$ cat src/rtl/fdiv_iter.sv
// Iterative single-precision divider, truncating, restoring division on 24-bit significands.
// Denormals treated as zero; fixed latency for every operand class.
module fdiv_iter #(
  parameter int BITS_PER_CYCLE = 1
) (
  input  logic        clk,
  input  logic        rst,
  input  logic        in_valid,
  output logic        in_ready,
  input  logic [31:0] x1,
  input  logic [31:0] x2,
  output logic        out_valid,
  input  logic        out_ready,
  output logic [31:0] y,
  output logic        ovf,
  output logic        unf,
  output logic        dz
);

  localparam int ITER = 25 / BITS_PER_CYCLE;
  localparam int CW   = $clog2(ITER + 1);

  typedef enum logic [1:0] {
    IDLE,
    DIV,
    DONE
  } state_t;

  state_t state;
  state_t state_nx;

  logic [CW-1:0] cnt;
  logic          s;
  logic [7:0]    e1;
  logic [7:0]    e2;
  logic [23:0]   m2;
  logic [25:0]   rem;
  logic [24:0]   quo;
  logic [25:0]   rem_nx;
  logic [24:0]   quo_nx;

  logic          accept;
  logic          last;

  logic signed [9:0] ye0;
  logic [22:0]       ym;
  logic [31:0]       y_nx;
  logic              ovf_nx;
  logic              unf_nx;
  logic              dz_nx;

  assign in_ready  = (state == IDLE);
  assign out_valid = (state == DONE);
  assign accept    = in_valid && in_ready;
  assign last      = (state == DIV) && (cnt == CW'(ITER));

  always_ff @(posedge clk or posedge rst) begin
    if (rst) state <= IDLE;
    else     state <= state_nx;
  end

  always_comb begin
    state_nx = state;
    case (state)
      IDLE:    if (in_valid) state_nx = DIV;
      DIV:     if (last) state_nx = DONE;
      DONE:    if (out_ready) state_nx = IDLE;
      default: state_nx = IDLE;
    endcase
  end

  // BITS_PER_CYCLE restoring steps chained combinationally
  always_comb begin
    rem_nx = rem;
    quo_nx = quo;
    for (int i = 0; i < BITS_PER_CYCLE; i++) begin
      if (rem_nx >= {2'b00, m2}) begin
        rem_nx = rem_nx - {2'b00, m2};
        quo_nx = {quo_nx[23:0], 1'b1};
      end else begin
        quo_nx = {quo_nx[23:0], 1'b0};
      end
      rem_nx = {rem_nx[24:0], 1'b0};
    end
  end

  always_comb begin
    ym  = quo[24] ? quo[23:1] : quo[22:0];
    ye0 = $signed({2'b00, e1}) - $signed({2'b00, e2})
        + (quo[24] ? 10'sd127 : 10'sd126);
    y_nx   = {s, ye0[7:0], ym};
    ovf_nx = 1'b0;
    unf_nx = 1'b0;
    dz_nx  = 1'b0;
    if (e2 == 8'h00) begin
      y_nx  = {s, 8'hFF, 23'b0};
      dz_nx = 1'b1;
    end else if (e1 == 8'hFF) begin
      y_nx = {s, 8'hFF, 23'b0};
    end else if (e1 == 8'h00) begin
      y_nx = {s, 31'b0};
    end else if (e2 == 8'hFF) begin
      y_nx = {s, 31'b0};
    end else if (ye0 >= 10'sd255) begin
      y_nx   = {s, 8'hFF, 23'b0};
      ovf_nx = 1'b1;
    end else if (ye0 <= 10'sd0) begin
      y_nx   = {s, 31'b0};
      unf_nx = 1'b1;
    end
  end

  always_ff @(posedge clk or posedge rst) begin
    if (rst) begin
      cnt <= '0;
      s   <= 1'b0;
      e1  <= '0;
      e2  <= '0;
      m2  <= '0;
      rem <= '0;
      quo <= '0;
      y   <= '0;
      ovf <= 1'b0;
      unf <= 1'b0;
      dz  <= 1'b0;
    end else begin
      if (accept) begin
        s   <= x1[31] ^ x2[31];
        e1  <= x1[30:23];
        e2  <= x2[30:23];
        m2  <= {1'b1, x2[22:0]};
        rem <= {3'b001, x1[22:0]};
        quo <= '0;
        cnt <= '0;
      end else if (state == DIV && !last) begin
        rem <= rem_nx;
        quo <= quo_nx;
        cnt <= cnt + 1'b1;
      end
      if (last) begin
        y   <= y_nx;
        ovf <= ovf_nx;
        unf <= unf_nx;
        dz  <= dz_nx;
      end else if (state == DONE && out_ready) begin
        y   <= '0;
        ovf <= 1'b0;
        unf <= 1'b0;
        dz  <= 1'b0;
      end
    end
  end

endmodule

$ cat config.mk
export PLATFORM = sky130hd
export DESIGN_NAME = fdiv_iter
export DESIGN_NICKNAME = d
export VERILOG_FILES = /design/src/rtl/fdiv_iter.sv
export SDC_FILE = /design/constraint.sdc
export NUM_CORES = 1
export LEC_CHECK = 0
export BUFFER_PORTS_ARGS = -buffer_cell sky130_fd_sc_hd__buf_2
export CAP_MARGIN = 20
export CELL_PAD_IN_SITES_DETAIL_PLACEMENT = 0
export CELL_PAD_IN_SITES_GLOBAL_PLACEMENT = 1
export CORE_UTILIZATION = 45
export DETAILED_ROUTE_END_ITERATION = 10
export PLACE_DENSITY = 0.87
export SYNTH_ARGS = -nofsm -noshare
export SYNTH_HDL_FRONTEND = slang
export SYNTH_SLANG_ARGS = --single-unit
export TNS_END_PERCENT = 30
$ cat constraint.sdc
create_clock -name clk -period 5.57 [get_ports clk]
set_clock_uncertainty 0.1 [all_clocks]
set_input_delay 0.2785 -clock clk [delete_from_list [all_inputs] [get_ports clk]]
set_output_delay 0.2785 -clock clk [all_outputs]
set_load 0.01 [all_outputs]
==> run metrics, run 1 <==
Filler Cells Inserted=1607; Min-Delay Startpoint=x1[20]; cell with the most instances after synthesis=nand2_1; Diodes inserted=0; Syn Area/Cell=9.136 um^2; internal reg-to-reg setup slack=1.86 ns; post-route cell area=9587 um^2; post-layout util=0.5562; clock slew at reported path FFs=0.06 ns; final worst path period share=0.6662; FF-to-FF End=rem[23]; Crit path required time=5.78 ns; Root Driver=clkbuf_16; Placed Cells=1166; CP Depth=9; Placement Rows=48; via density per instance=5.452; Die X=134.8 um; initial core utilization=0.4601; hold crit path type=in -> reg; worst path arrival time=3.92 ns; Async S/R FF share, synth=1.000; commonest register cell after synthesis=dfrtp_1; P per Cell Area=737.4 nW/um^2; total power draw=7.070 mW; Reg2Reg Launch Point=rem[20]; total die area=18160 um^2; port bufs=104; Syn. warnings=0; die height=134.8 um; clock latency on the worst-skew pair=0.42 ns; DRC=0; Worst Hold Depth=3; clock buffer depth=2; Leak Pwr=4.618 nW; post-synthesis register bit count=134; Via Count=6749; max incr delay on CP=0.79 ns; Place WS=1.830 ns; CP most frequent cell=nand3_1; GRT Resource Usage Total=0.2242; fmax=269.5 MHz; top cell type's share of synthesized area=0.4228; storage element area=3353 um^2; initial antenna violation count=0; reg2reg path depth=9; GP Congestion=0.8672; RSZ-0062 raised after global routing=no; vias in the first global route=6601; Final nets=1106; Final Critical Period=3.711 ns; Mapped Cells=868; layout cells sized above 1=0.1895; most instantiated cells after synthesis=165 x nand2_1, 134 x dfrtp_1, 59 x o21ai_0; WL per Instance=15.47 um; initial DRC count=312; DRT Pass-1 Iters=5; dominant cell type by area after synthesis=dfrtp_1; pin count of the biggest net entering global routing=87; placed inst area=8626 um^2; setup TNS=0 ns; Tightest Pin Transition=0.9544 ns; # Max-Cap Violations=0; outcome=completed; crit path max fanout=18; Remaining Overflow, GRT=0; Num Clock Sinks=134; CTS tree=yes; Resize count post-CTS=0; Final setup violation count=0; CP Class=reg -> reg; final worst slack=1.859 ns; nature of the critical path endpoint=flop; Setup crit start kind=flop; multi-input combinational cell area=4210 um^2; first-pass GRT wire length=32.40 mm; cts bufs inserted=17; Peak VDD IR=0.0004361 V; Core Region=17240 um^2; Top delay family on crit path=compound AO/OA/AOI/OAI gates; Critical Path, Cell by Cell=ha_1 -> and2_1 -> nand3_1 -> nor2_1 -> nand3_1 -> o41ai_2 -> a211o_1 -> nand2_1 -> o221a_2; Area Overhead vs Synth=20.89%; Fin Hold WS=0.01038 ns; CP Buf/Inv Count=0; end of the worst hold path=rem[20]; Post-Syn Area=7930 um^2; top post-synthesis cells by area=dfrtp_1 42%, nand2_1 7.8%, ha_1 5.7%, mux2i_1 4.9%, o21ai_0 3.7%; Distinct cells, synth=78; H-Tree Depth=4; Final Hold Vio Count=0; post-DP HPWL=13.04 mm; syn nets=974; Seq/Total Area, Yosys=0.4228; boundary pin count=105; Total Wirelength=19.15 mm; DRT antenna net count=0; Post-synth EDFFs=0; Slew Limit Fails=0; Crit-path slowest cell=a211o_1; slew margin rel.=0.3638; final std cells w/o fill=1238
[flip-flops by register name, summed over array words and instances (netlist names)]
name / cells
rem: 26
ovf: 1
unf: 1
e1: 8
cnt: 5
y: 32
quo: 25
state: 2
e2: 8
m2: 24
dz: 1
s: 1
[where the power goes]
group / switching, mW / internal, mW / total (mW)
Combinational: 2.50 / 1.76 / 4.25
Sequential: 0.313 / 1.44 / 1.75
Clock: 0.476 / 0.589 / 1.06
Total: 3.29 / 3.78 / 7.07
[cells by family after synthesis]
kind of cell | count (synthesis) | synth area share
DFF | 134 | 0.4228
adders and majority gates | 40 | 0.06437
buffers and inverters | 90 | 0.04765
xor gates and xnor gates | 30 | 0.03487
muxes | 42 | 0.05349
and+or+nand+nor | 302 | 0.1753
AOI/OAI and AO/OA | 230 | 0.2015
[timing repair]
action	CTS	global route
setup buffers	0	0
endpoints found under the hold margin	124	0
hold buffers	40	0
[per-layer routing]
metal,GRT usage,up-vias,wire length [um]
li1,-,3349,-
met1,0.2963,3245,8941
met2,0.3794,142,9327
met3,0.03979,13,688
met4,0.05743,0,192
met5,0,-,0
[cell type report]
| type | instances | share of cell area |
|---|---|---|
| inverter | 50 | 0.02010 |
| clock inverter | 15 | 0.01410 |
| timing repair buffer | 153 | 0.1031 |
| tap | 225 | 0.02937 |
| clock buffer | 17 | 0.04437 |
| multi-input combinational | 644 | 0.4392 |
| sequential | 134 | 0.3498 |
[worst max-delay path by stage]
stage                  from      end
finish              rem[20]  rem[23]
global route        rem[20]  rem[15]
CTS                 rem[20]  rem[23]
detailed placement  rem[21]  rem[23]
global placement      e1[0]    y[22]
floorplan               rst   cnt[0]
[cell usage in the layout, fill, tap and decap left out, types with 21 or more instances in the layout]
master	count
a21oi_1	25
buf_2	104
dfrtp_1	134
dlygate4sd3_1	40
ha_1	36
inv_1	49
mux2i_1	39
nand2_1	165
nand3_1	39
nor2_1	30
o21ai_0	59
o21ai_2	21
[worst min-delay path: stages]
cell and delay (ns):
buf_2 0.08, a22oi_1 0.07, o21ai_0 0.07
No activity file was read; power rests on OpenSTA's default activity.
==> run 2, diff against run 1 <==
--- a/config.mk
+++ b/config.mk
@@ -9,9 +9,9 @@
 export CAP_MARGIN = 20
 export CELL_PAD_IN_SITES_DETAIL_PLACEMENT = 0
 export CELL_PAD_IN_SITES_GLOBAL_PLACEMENT = 1
-export CORE_UTILIZATION = 45
+export CORE_UTILIZATION = 40
 export DETAILED_ROUTE_END_ITERATION = 10
-export PLACE_DENSITY = 0.87
+export PLACE_DENSITY = 0.82
 export SYNTH_ARGS = -nofsm -noshare
 export SYNTH_HDL_FRONTEND = slang
 export SYNTH_SLANG_ARGS = --single-unit
==> constraint.sdc (replaced) <==
create_clock -name clk -period 3 [get_ports clk]
set_clock_uncertainty 0.1 [all_clocks]
set_input_delay 0.15 -clock clk [delete_from_list [all_inputs] [get_ports clk]]
set_output_delay 0.15 -clock clk [all_outputs]
set_load 0.01 [all_outputs]
==> run metrics, run 2 (synthesized netlist as in run 1, its figures left out) <==
FF-to-FF End=y[4]; clock latency on the worst-skew pair=0.45 ns (+0.03 ns); pin count of the biggest net entering global routing=79 (-9.2%); Worst Hold Depth=4 (+1); end of the worst hold path=m2[23]; failing checks=setup timing; Largest register FFs=32 (unchanged); placed inst area=9155 um^2 (+6.1%); P per Cell Area=1398 nW/um^2 (+90%); H-Tree Depth=4 (unchanged); largest reg by FF count=y; commonest non-fill, non-tap cell in the layout=nand2_1; via density per instance=5.229 (-4.1%); DRT antenna net count=0 (unchanged); Final setup violation count=32 (+32); DRT Pass-1 Iters=6 (+1); Diodes inserted=0 (unchanged); clock buffer depth=2 (unchanged); cts bufs inserted=17 (unchanged); Remaining Overflow, GRT=0 (unchanged); Filler Cells Inserted=1762 (+9.6%); Top delay family on crit path=adder cells; GRT Resource Usage Total=0.2174 (-0.006804); Leak Pwr=5.065 nW (+9.7%); biggest regs=y (32), rem (26), quo (25); Setup crit start kind=flop; switching share of total power=0.4500 (-0.01474); Final Critical Period=3.365 ns (-0.3455 ns); Reg2Reg Launch Point=e1[0]; Tightest Pin Transition=0.6522 ns (-0.3021 ns); nature of the critical path endpoint=flop; GP Congestion=0.8901 (+2.6%); RSZ-0062 raised after global routing=yes; total die area=20390 um^2 (+12%); CTS tree=yes; # Max-Cap Violations=0 (unchanged); Seq pwr share=0.220 (-0.028); CP Launch Point=e1[0]; post-DP HPWL=14.19 mm (+8.8%); post-route cell area=10570 um^2 (+10%); vias in the first global route=7130 (+8.0%); net switching power figure=6.650 mW (+100%); initial antenna violation count=0 (unchanged); Crit path required time=3.23 ns (-2.55 ns); Clk network pwr share=0.137 (-0.014); outcome=finished, violations left; crit path max fanout=7 (-11); Root Driver=clkbuf_16; Die X=142.8 um (+6.0%); max incr delay on CP=0.44 ns (-0.35 ns); Placed Cells=1265 (+8.5%); Area Overhead vs Synth=33.31%; Min-Delay Startpoint=in_valid; Comb pwr share=0.642 (+0.040); final worst path period share=1.122 (+0.4556); Critical Path, Cell by Cell=inv_2 -> ha_4 -> inv_2 -> fa_1 -> inv_1 -> ha_2 -> xnor3_1 -> or3b_4 -> a31oi_4 -> nand4_1 -> a221oi_2 -> o21ai_2 -> nand4b_4 -> buf_8 -> o21ai_2; DRC=0 (unchanged); worst path arrival time=3.59 ns (-0.33 ns); Peak VDD IR=0.0005917 V (+36%); Core Region=19460 um^2 (+13%); initial DRC count=354 (+13%); Num Clock Sinks=134 (unchanged); Final nets=1197 (+8.2%); Placement Rows=51 (+6.3%); die height=142.8 um (+6.0%); boundary pin count=105 (unchanged); Total Wirelength=20.89 mm (+9.1%); Final Hold Vio Count=0 (unchanged); Via Count=7159 (+6.1%); reg2reg path depth=15 (+6); initial core utilization=0.4075 (-0.05262); clock slew at reported path FFs=0.07 ns (about the same); CP Buf/Inv Count=4 (+4); Fin Hold WS=0.1416 ns (+0.1313 ns); slew margin rel.=0.5643 (+0.2005); CP Class=reg -> reg; port bufs=104 (unchanged); WL per Instance=15.26 um (-1.4%); post-layout util=0.5432 (-0.01302); internal reg-to-reg setup slack=-0.37 ns (-2.22 ns); fmax=297.2 MHz (+10%); highest-count cells in the layout ignoring fill and taps=164 x nand2_1, 134 x dfrtp_1, 104 x buf_2; hold crit path type=in -> reg; final worst slack=-0.3652 ns (-2.225 ns); layout cells sized above 1=0.2554 (+0.06590); final std cells w/o fill=1369 (+11%); Crit-path slowest cell=fa_1; first-pass GRT wire length=34.63 mm (+6.9%); Int Pwr=8.129 mW (+110%); Slew Limit Fails=0 (unchanged); total power draw=14.78 mW (+110%)
-- run 2: through the flow --
step	setup slack [ns]	setup TNS [ns]
4_1_cts	-0.3744	-9.511
3_3_place_gp	-0.3810	-10.60
6_report	-0.3652	-9.980
5_1_grt	-0.5394	-15.73
2_1_floorplan	-0.2320	-5.648
3_5_place_dp	-0.4586	-12.97
-- run 2: layer usage --
metal	global-route usage	routed length, um	up-vias
li1	-	-	3531
met1	0.2733	9467	3455
met2	0.3746	10360	144
met3	0.04225	701	29
met4	0.06904	354	0
met5	0	0	-
-- run 2: power by group through the flow --
stage          Sequential (mW)  Combinational [mW]  Clock, mW
6_report                  3.25                9.50       2.03
5_1_grt                   3.36                10.6       2.15
4_1_cts                   3.25                9.31       2.07
3_5_place_dp              3.27                8.82          0
3_3_place_gp              3.25                8.74          0
2_1_floorplan             3.24                6.08          0
-- run 2: what timing repair did --
item                                    in CTS  in global routing
endpoints found under the hold margin       91                  0
gates resized for setup                     20                 18
hold buffers                                66                  0
endpoints found under the setup margin      51                 58
gates cloned                                 1                  0
buffers inserted                             8                  0
pin swaps                                   28                 14
-- run 2: worst max path at each step --
stage | end | slack, ns | depth (start not counted)
2_1_floorplan | y[10] | -0.23 | 15
3_3_place_gp | y[7] | -0.38 | 15
3_5_place_dp | y[6] | -0.46 | 15
4_1_cts | y[6] | -0.37 | 16
5_1_grt | y[15] | -0.54 | 15
6_report | y[4] | -0.37 | 15
-- run 2: layout make-up --
class | count | area, um^2 | share of cell area
clock buffers | 17 | 425.4 | 0.04024
inverters | 50 | 191.4 | 0.01811
clock inverters | 15 | 135.1 | 0.01278
flip-flops and latches | 134 | 3353 | 0.3172
repair buffers | 244 | 1789 | 0.1693
well taps | 265 | 331.6 | 0.03136
multi-input cells | 644 | 4345 | 0.4111
-- run 2: worst register-to-register path: stages, from the launching register on --
cell and delay (ns):
dfrtp_1 0.38, inv_2 0.08, ha_4 0.13, inv_2 0.03, fa_1 0.44, inv_1 0.07
ha_2 0.18, xnor3_1 0.25, or3b_4 0.42, a31oi_4 0.16, nand4_1 0.13, a221oi_2 0.34
o21ai_2 0.13, nand4b_4 0.17, buf_8 0.17, o21ai_2 0.07
==> run 3, diff against run 2 <==
--- a/config.mk
+++ b/config.mk
@@ -9,9 +9,9 @@
 export CAP_MARGIN = 20
 export CELL_PAD_IN_SITES_DETAIL_PLACEMENT = 0
 export CELL_PAD_IN_SITES_GLOBAL_PLACEMENT = 1
-export CORE_UTILIZATION = 40
+export CORE_UTILIZATION = 39
 export DETAILED_ROUTE_END_ITERATION = 10
-export PLACE_DENSITY = 0.82
+export PLACE_DENSITY = 0.81
 export SYNTH_ARGS = -nofsm -noshare
 export SYNTH_HDL_FRONTEND = slang
 export SYNTH_SLANG_ARGS = --single-unit
==> run metrics, run 3 (synthesized netlist as in run 1, its figures left out) <==
outcome=finished, violations left; failing checks=setup timing; Core Region=19720 um^2 (+1.3%); boundary pin count=105 (unchanged); Crit path required time=3.22 ns (about the same); total die area=20910 um^2 (+2.5%); DRC=0 (unchanged); cts bufs inserted=17 (unchanged); fmax=300.7 MHz (+1.2%); commonest non-fill, non-tap cell in the layout=nand2_1; DRT Pass-1 Iters=5 (-1); crit path max fanout=8 (+1); Num Clock Sinks=134 (unchanged); post-DP HPWL=14.29 mm (+0.75%); Min-Delay Startpoint=in_valid; DRT antenna net count=0 (unchanged); CP Class=reg -> reg; clock latency on the worst-skew pair=0.42 ns (-0.03 ns); worst path arrival time=3.54 ns (-0.05 ns); Reg2Reg Launch Point=e1[0]; Via Count=7043 (-1.6%); Comb pwr share=0.645 (+0.003); clock buffer depth=2 (unchanged); hold crit path type=in -> reg; layout cells sized above 1=0.2461 (-0.009295); final worst path period share=1.109 (-0.01321); Worst Hold Depth=3 (-1); slew margin rel.=0.5888 (+0.02456); post-layout util=0.5359 (-0.007221); Diodes inserted=0 (unchanged); # Max-Cap Violations=0 (unchanged); initial antenna violation count=0 (unchanged); Peak VDD IR=0.0006445 V (+8.9%); Seq pwr share=0.221 (about the same); Final Critical Period=3.326 ns (-0.03962 ns); Die X=144.6 um (+1.3%); Leak Pwr=5.083 nW (+0.36%); die height=144.6 um (+1.3%); storage element area=3353 um^2 (unchanged); Remaining Overflow, GRT=0 (unchanged); largest reg by FF count=y; initial core utilization=0.4022 (-0.005275); CTS tree=yes; multi-input combinational cell area=4343 um^2 (about the same); internal reg-to-reg setup slack=-0.33 ns (+0.04 ns); GP Congestion=0.8873 (-0.31%); Area Overhead vs Synth=33.26% (about the same); post-route cell area=10570 um^2 (about the same); Tightest Pin Transition=0.6155 ns (-0.03677 ns); vias in the first global route=6930 (-2.8%); Setup crit start kind=flop; H-Tree Depth=4 (unchanged); reg2reg path depth=15 (unchanged); highest-count cells in the layout ignoring fill and taps=164 x nand2_1, 134 x dfrtp_1, 104 x buf_2; Filler Cells Inserted=1809 (+2.7%); final worst slack=-0.3256 ns (+0.03962 ns); end of the worst hold path=s; WL per Instance=15.05 um (-1.3%); Fin Hold WS=0.03606 ns (-0.1056 ns); FF-to-FF End=y[7]; via density per instance=5.156 (-1.4%); Largest register FFs=32 (unchanged); Total Wirelength=20.56 mm (-1.6%); Root Driver=clkbuf_16; Int Pwr=8.120 mW (-0.10%); setup TNS=-8.950 ns (+1.030 ns); Slew Limit Fails=0 (unchanged); pin count of the biggest net entering global routing=58 (-27%); P per Cell Area=1397 nW/um^2 (about the same); Final setup violation count=31 (-3.1%); initial DRC count=353 (-0.28%); net switching power figure=6.646 mW (about the same); Clk network pwr share=0.134 (-0.003); switching share of total power=0.4501 (about the same); nature of the critical path endpoint=flop; Final Hold Vio Count=0 (unchanged); GRT Resource Usage Total=0.2070 (-0.01037); Placement Rows=51 (unchanged); first-pass GRT wire length=33.61 mm (-3.0%); placed inst area=9153 um^2 (about the same); biggest regs=y (32), rem (26), quo (25); RSZ-0062 raised after global routing=yes; clock slew at reported path FFs=0.07 ns (about the same); Final nets=1194 (-0.25%); port bufs=104 (unchanged)
[run 3: worst max-delay path: stages, from the launching register on]
cell	delay, ns
dfrtp_1	0.38
inv_2	0.08
ha_4	0.13
inv_2	0.04
fa_1	0.47
inv_1	0.08
ha_2	0.17
xnor3_1	0.23
or3b_4	0.41
a31oi_4	0.16
nand4_1	0.12
a221oi_2	0.32
o21ai_2	0.12
nand4b_4	0.17
clkbuf_16	0.19
o21ai_2	0.05
[run 3: worst max path at each step]
stage                 end  slack, ns   from  cells after the start
finish               y[7]      -0.33  e1[0]                     15
global route        y[10]      -0.46  e1[0]                     15
CTS                  y[8]      -0.38  e1[0]                     15
detailed placement   y[4]      -0.44  e1[0]                     15
global placement     y[4]      -0.35  e1[0]                     15
floorplan           y[10]      -0.23  e1[0]                     15
[run 3: per-stage QoR]
step,setup slack (ns),total power [mW],std cells
floorplan,-0.2320,9.317,868
global placement,-0.3509,11.97,1263
detailed placement,-0.4385,12.16,1263
CTS,-0.3804,14.70,1365
global route,-0.4600,16.09,1366
finish,-0.3256,14.77,1366
[run 3: layout make-up]
cell class / count / area share
well taps: 265 / 0.03138
flip-flops and latches: 134 / 0.3173
clock buffers: 17 / 0.04026
repair buffers: 241 / 0.1690
clock inverters: 15 / 0.01302
multi-input cells: 644 / 0.4110
inverters: 50 / 0.01812
[run 3: power by group through the flow]
| stage | Clock (mW) | Combinational [mW] | Sequential, mW |
|---|---|---|---|
| global route | 2.13 | 10.6 | 3.37 |
| CTS | 2.04 | 9.42 | 3.25 |
| detailed placement | 0 | 8.89 | 3.27 |
| floorplan | 0 | 6.08 | 3.24 |
| finish | 1.98 | 9.53 | 3.26 |
| global placement | 0 | 8.72 | 3.25 |
[run 3: routing by layer]
metal	wire length, um	up-vias	track usage
met1	9598	3354	0.2634
met4	303	0	0.06039
met5	0	-	0
met2	9978	155	0.3520
li1	-	3511	-
met3	679	23	0.04338
[run 3: repair_timing]
action / 4_1_cts / 5_1_grt
endpoints found under the setup margin: 56 / 59
hold buffers: 66 / 0
buffers inserted: 3 / 1
pin swaps: 19 / 18
resized for setup: 22 / 12
endpoints found under the hold margin: 87 / 0
gates cloned: 1 / 0
